**config.mk**
```make
export PLATFORM = sky130hd
export DESIGN_NAME = mem_bus_arbiter
export DESIGN_NICKNAME = d
export VERILOG_FILES = /design/src/rtl/mem_bus_arbiter.sv
export SDC_FILE = /design/constraint.sdc
export NUM_CORES = 1
export LEC_CHECK = 0
export CORE_ASPECT_RATIO = 0.6
export CORE_UTILIZATION = 24
export DETAILED_ROUTE_END_ITERATION = 6
export GPL_ROUTABILITY_DRIVEN = 0
export GPL_TIMING_DRIVEN = 1
export PLACE_DENSITY = 0.91
export SYNTH_ARGS = -nofsm -noshare
export SYNTH_HDL_FRONTEND = slang
export SYNTH_SLANG_ARGS = --single-unit
```
**constraint.sdc**
```tcl
create_clock -name I_CLK -period 1.7 [get_ports I_CLK]
set_input_delay 0.425 -clock I_CLK [delete_from_list [all_inputs] [get_ports I_CLK]]
set_output_delay 0.425 -clock I_CLK [all_outputs]
set_load 0.01 [all_outputs]
```
**src/rtl/mem_bus_arbiter.sv**
```systemverilog
// mem_bus_arbiter: shares the single memory_router bus port between PPU, DMA and CPU.
// Latency: grant one edge after request; bus mux and read-data path are combinational.
// Backpressure: CPU stalled via O_CPU_MEM_DISABLE while requesting without grant.
// Optional: `define ARB_STARVE_GUARD_EN enables the CPU starvation guard.

module mem_bus_arbiter #(
  parameter int ADDR_W       = 16,
  parameter int DATA_W       = 8,
  parameter int STARVE_LIMIT = 160
) (
  input  logic              I_CLK,
  input  logic              I_RESET,
  input  logic              I_PPU_REQ,
  input  logic              I_DMA_REQ,
  input  logic              I_CPU_REQ,
  input  logic [ADDR_W-1:0] I_PPU_ADDR,
  input  logic [ADDR_W-1:0] I_DMA_ADDR,
  input  logic [ADDR_W-1:0] I_CPU_ADDR,
  input  logic              I_PPU_RE_L,
  input  logic              I_DMA_RE_L,
  input  logic              I_DMA_WE_L,
  input  logic              I_CPU_RE_L,
  input  logic              I_CPU_WE_L,
  input  logic [DATA_W-1:0] I_DMA_WDATA,
  input  logic [DATA_W-1:0] I_CPU_WDATA,
  output logic              O_PPU_GNT,
  output logic              O_DMA_GNT,
  output logic              O_CPU_GNT,
  output logic              O_CPU_MEM_DISABLE,
  output logic [ADDR_W-1:0] O_BUS_ADDR,
  output logic [DATA_W-1:0] O_BUS_WDATA,
  output logic              O_BUS_RE_L,
  output logic              O_BUS_WE_L,
  input  logic [DATA_W-1:0] I_BUS_RDATA,
  output logic [DATA_W-1:0] O_RDATA
);

  typedef enum logic [1:0] {
    IDLE    = 2'd0,
    OWN_PPU = 2'd1,
    OWN_DMA = 2'd2,
    OWN_CPU = 2'd3
  } state_e;

  state_e state_q;
  state_e state_d;

  // Requests eligible for the next selection (the current owner is excluded,
  // so a releasing master can never be regranted at its own release edge).
  logic   ppu_ok;
  logic   dma_ok;
  logic   cpu_ok;
  logic   cpu_first;
  state_e sel;

  // Grants are a pure decode of the state register, hence registered and one-hot/zero.
  assign O_PPU_GNT = (state_q == OWN_PPU);
  assign O_DMA_GNT = (state_q == OWN_DMA);
  assign O_CPU_GNT = (state_q == OWN_CPU);

  assign O_CPU_MEM_DISABLE = I_CPU_REQ & ~O_CPU_GNT;

  // Read data is broadcast; only the granted requester consumes it.
  assign O_RDATA = I_BUS_RDATA;

`ifdef ARB_STARVE_GUARD_EN
  localparam logic [7:0] STARVE_LIM8 = (STARVE_LIMIT > 255) ? 8'hFF : 8'(STARVE_LIMIT);

  logic [7:0] starve_cnt_q;
  logic [7:0] starve_cnt_d;

  // Count consecutive cycles the CPU waits for the bus; saturate at 255, clear otherwise.
  always_comb begin
    starve_cnt_d = '0;
    if (I_CPU_REQ && !O_CPU_GNT) begin
      if (starve_cnt_q == 8'hFF) begin
        starve_cnt_d = starve_cnt_q;
      end else begin
        starve_cnt_d = starve_cnt_q + 8'd1;
      end
    end
  end

  // Starvation counter register.
  always_ff @(posedge I_CLK or posedge I_RESET) begin
    if (I_RESET) begin
      starve_cnt_q <= '0;
    end else begin
      starve_cnt_q <= starve_cnt_d;
    end
  end

  assign cpu_first = (starve_cnt_q >= STARVE_LIM8);
`else
  assign cpu_first = 1'b0;
`endif

  // Select the winner among eligible requesters: PPU > DMA > CPU, unless the CPU is starved.
  always_comb begin
    ppu_ok = I_PPU_REQ & (state_q != OWN_PPU);
    dma_ok = I_DMA_REQ & (state_q != OWN_DMA);
    cpu_ok = I_CPU_REQ & (state_q != OWN_CPU);
    sel    = IDLE;
    if (cpu_first && cpu_ok) begin
      sel = OWN_CPU;
    end else if (ppu_ok) begin
      sel = OWN_PPU;
    end else if (dma_ok) begin
      sel = OWN_DMA;
    end else if (cpu_ok) begin
      sel = OWN_CPU;
    end
  end

  // Next state: the owner keeps the bus while its request is held; on release hand off directly.
  always_comb begin
    state_d = state_q;
    case (state_q)
      IDLE:    state_d = sel;
      OWN_PPU: if (!I_PPU_REQ) state_d = sel;
      OWN_DMA: if (!I_DMA_REQ) state_d = sel;
      OWN_CPU: if (!I_CPU_REQ) state_d = sel;
      default: state_d = IDLE;
    endcase
  end

  // Arbiter state register; reset drops any grant immediately.
  always_ff @(posedge I_CLK or posedge I_RESET) begin
    if (I_RESET) begin
      state_q <= IDLE;
    end else begin
      state_q <= state_d;
    end
  end

  // Bus mux from the owner; reads win over simultaneous writes, the PPU can never write.
  always_comb begin
    O_BUS_ADDR  = '0;
    O_BUS_WDATA = '0;
    O_BUS_RE_L  = 1'b1;
    O_BUS_WE_L  = 1'b1;
    case (state_q)
      OWN_PPU: begin
        O_BUS_ADDR = I_PPU_ADDR;
        O_BUS_RE_L = I_PPU_RE_L;
      end
      OWN_DMA: begin
        O_BUS_ADDR  = I_DMA_ADDR;
        O_BUS_WDATA = I_DMA_WDATA;
        O_BUS_RE_L  = I_DMA_RE_L;
        O_BUS_WE_L  = I_DMA_WE_L | ~I_DMA_RE_L;
      end
      OWN_CPU: begin
        O_BUS_ADDR  = I_CPU_ADDR;
        O_BUS_WDATA = I_CPU_WDATA;
        O_BUS_RE_L  = I_CPU_RE_L;
        O_BUS_WE_L  = I_CPU_WE_L | ~I_CPU_RE_L;
      end
      default: begin
        O_BUS_ADDR  = '0;
        O_BUS_WDATA = '0;
        O_BUS_RE_L  = 1'b1;
        O_BUS_WE_L  = 1'b1;
      end
    endcase
  end

endmodule

```
==> impl_metrics.ini <==
[status]
status = complete, but fails checks
violations = negative setup slack

[cells_and_area]
fin_nets = 281
reg.largest.list = state_q: 2 flops
largest_reg_flops = 2
diodes = 0
top_register = state_q
drive_above_1_share_pct = 42.1
postLayoutCoreUtil_pct = 68.6
area_growth_syn_to_layout_pct = 157
final_design_area_no_fill_um2 = 2080
fillers = 255

[sta]
slew_viol_final = 0
hold_viol = 0
max_freq_mhz = 517
worst_slew_pin_slew_ps = 266
finClkSkew_ps = 1.19
period_needed_ps = 1930
fin_ws_ps = -234
rsz0062_at_grt = yes
finalSetupViolCount = 26
finalCritPeriodShare_pct = 114
maxSlewHeadroom_pct = 81.8

[synthesis]
synth_top_cell_area_share_pct = 27.7
yosysTopAreaCell = mux2_4
ys_warn_count = 0
avgSynthCellArea_um2 = 9.55
synth_area_leaders = mux2_4, a22o_1, mux2i_1
syn-cell-area_um2 = 812
synth-seq-cells = 2
ys_types = 19
netlist_instances = 85
ys_seq_area_share_pct = 6.16
syn-num-nets = 167

[power_and_ir_drop]
vdd_drop_max_uv = 347
power.density_nw_per_um2 = 501
p_leak_nw = 1.01

[clock_network]
h-tree-depth = 1
clkTransAtPathRegs_ps = 30
cts.sinks = 2
insertion_delay_ps = 210
numCtsBuffers = 3
cts_tree = done
clock-root-buffer = clkbuf_8
cts_buffer_depth = 2

[drt]
drt-pass1-iter-count = 4
wl_per_cell_um = 14.7
via_per_inst = 4.54
remaining_drc_errors = 0
antenna_left = 0
drtIter0Drc = 26
wl_um = 3520
vias = 1085

[global_routing]
first_global_vias = 973
antenna_found_initial = 0
grt_overflow = 0
grt_max_degree = 18
grt_usage_pct = 16.8
grt_pass1_wl_um = 4660

[placed_design]
place_area_um2 = 1880
dp_slack_ps = -484
port_buffers = 103
dp_hpwl_um = 2400

[floorplanning]
die_x_um = 77.1
core_um2 = 3040
start_util_pct = 26.7
io_pins = 120
rows = 15
die-area_um2 = 3630
dieHeight_um = 47.1

[setup_path]
cp_cell_sequence = buf_6, buf_12, mux2_4, a22o_1, buf_2
critPathKind = flop to output port
critPathCaptureType = output port
slowest_delay_ps = 420
critPathArrivalTime_ps = 1510
start_kind = flop
worst_ep_required_time_ps = 1270
slowest_stage = dfrtp_2
crit_fanout = 5

[hold_path]
hold_path.class = primary input to asynchronous set/reset pin

[run]
maxCapViolations = 0
[critical path, delay by kind of cell (launching register included)]
family / cells / cell delay [ps]
flops: 1 / 420
mux: 1 / 280
compound gates: 1 / 180
buf+inv: 3 / 410
[per-stage QoR]
stage | setup TNS, ps | hold WS [ps] | power (mW) | std cells
6_report | -4290 | 366 | 1.04 | 239
5_1_grt | -5260 | 389 | 1.10 | 239
4_1_cts | -4170 | 366 | 0.980 | 233
3_5_place_dp | -11430 | 587 | 0.774 | 221
3_3_place_gp | -11100 | 588 | 0.766 | 221
2_1_floorplan | 0 | 166 | 0.396 | 85
[power by group]
part	leakage, nW	switching [mW]	internal, mW	total, mW
registers	0.0210	0.00825	0.0540	0.0623
clock network	0.0216	0.0382	0.150	0.188
logic	0.967	0.272	0.522	0.794
[routing by layer]
metal | global-route usage [%] | vias to the layer above | wire, µm
met2 | 30.2 | 48 | 1780
met5 | 0 | - | 0
met1 | 21.8 | 504 | 1500
li1 | - | 533 | -
met3 | 3.88 | 0 | 239
met4 | 2.26 | 0 | 0
[logic make-up (layout without fill, tap and decap cells)]
| group | count (synthesis) | count (layout) | share of synthesized area (%) |
|---|---|---|---|
| flops | 2 | 2 | 6.16 |
| buf+inv | 19 | 131 | 18.5 |
| mux | 25 | 25 | 40.2 |
| simple gates | 16 | 16 | 12.3 |
| compound gates | 23 | 23 | 22.8 |
[synthesized netlist by cell type (all sizes together)]
library cell	number
o21ai	1
and2	1
mux2i	9
buf	17
o32ai	1
mux2	16
a21oi	4
inv	2
nor2b	11
nand2b	1
a22oi	1
dfrtp	2
nand2	3
a22o	16
[what timing repair did]
action,4_1_cts,5_1_grt
hold endpoints to repair,0,0
setup buffers,7,6
gates resized for setup,138,16
hold buffers,0,0
endpoints found under the setup margin,30,29
cloned,2,1
pin swaps,3,5
[cell usage in the layout (no fill, tap or decap)]
cell type        count
buf_4                5
nor2b_1              8
a22oi_1              1
buf_8                1
a22o_1              16
buf_12               7
mux2_4              15
mux2i_1              8
nand2b_1             1
mux2i_4              1
nand2_1              2
inv_2                1
mux2_2               1
nor2b_4              3
o21ai_2              1
o32ai_4              1
buf_2               25
a21oi_1              4
dlygate4sd2_1        3
buf_16               2
clkdlybuf4s50_1     67
and2_4               1
dlymetal6s2s_1       3
inv_1                1
nand2_2              1
clkbuf_8             3
clkdlybuf4s15_2      1
dfrtp_2              2
clkbuf_16            1
buf_6               11
[path summary, 6_finish.rpt]
check	start	endpoint	slack (ps)	cells past startpoint
worst max-delay path	state_q[1]	O_BUS_ADDR[8]	-230	5
worst min register to register	state_q[0]	state_q[0]	820	3
min in group I_CLK	state_q[0]	state_q[0]	820	3
worst max register to register	state_q[1]	state_q[0]	330	7
max in group asynchronous	I_RESET	state_q[1]	1210	2
worst min-delay path	I_RESET	state_q[0]	370	2
[layout make-up]
class	instances	area, µm²	area share (%)
Multi-Input combinational cell	64	663	31.8
Sequential cell	2	52.6	2.52
Tap cell	42	52.6	2.52
Inverter	2	7.51	0.360
Clock buffer	3	41.3	1.98
Timing Repair Buffer	126	1270	60.8
(Power assumes the default switching activity.)
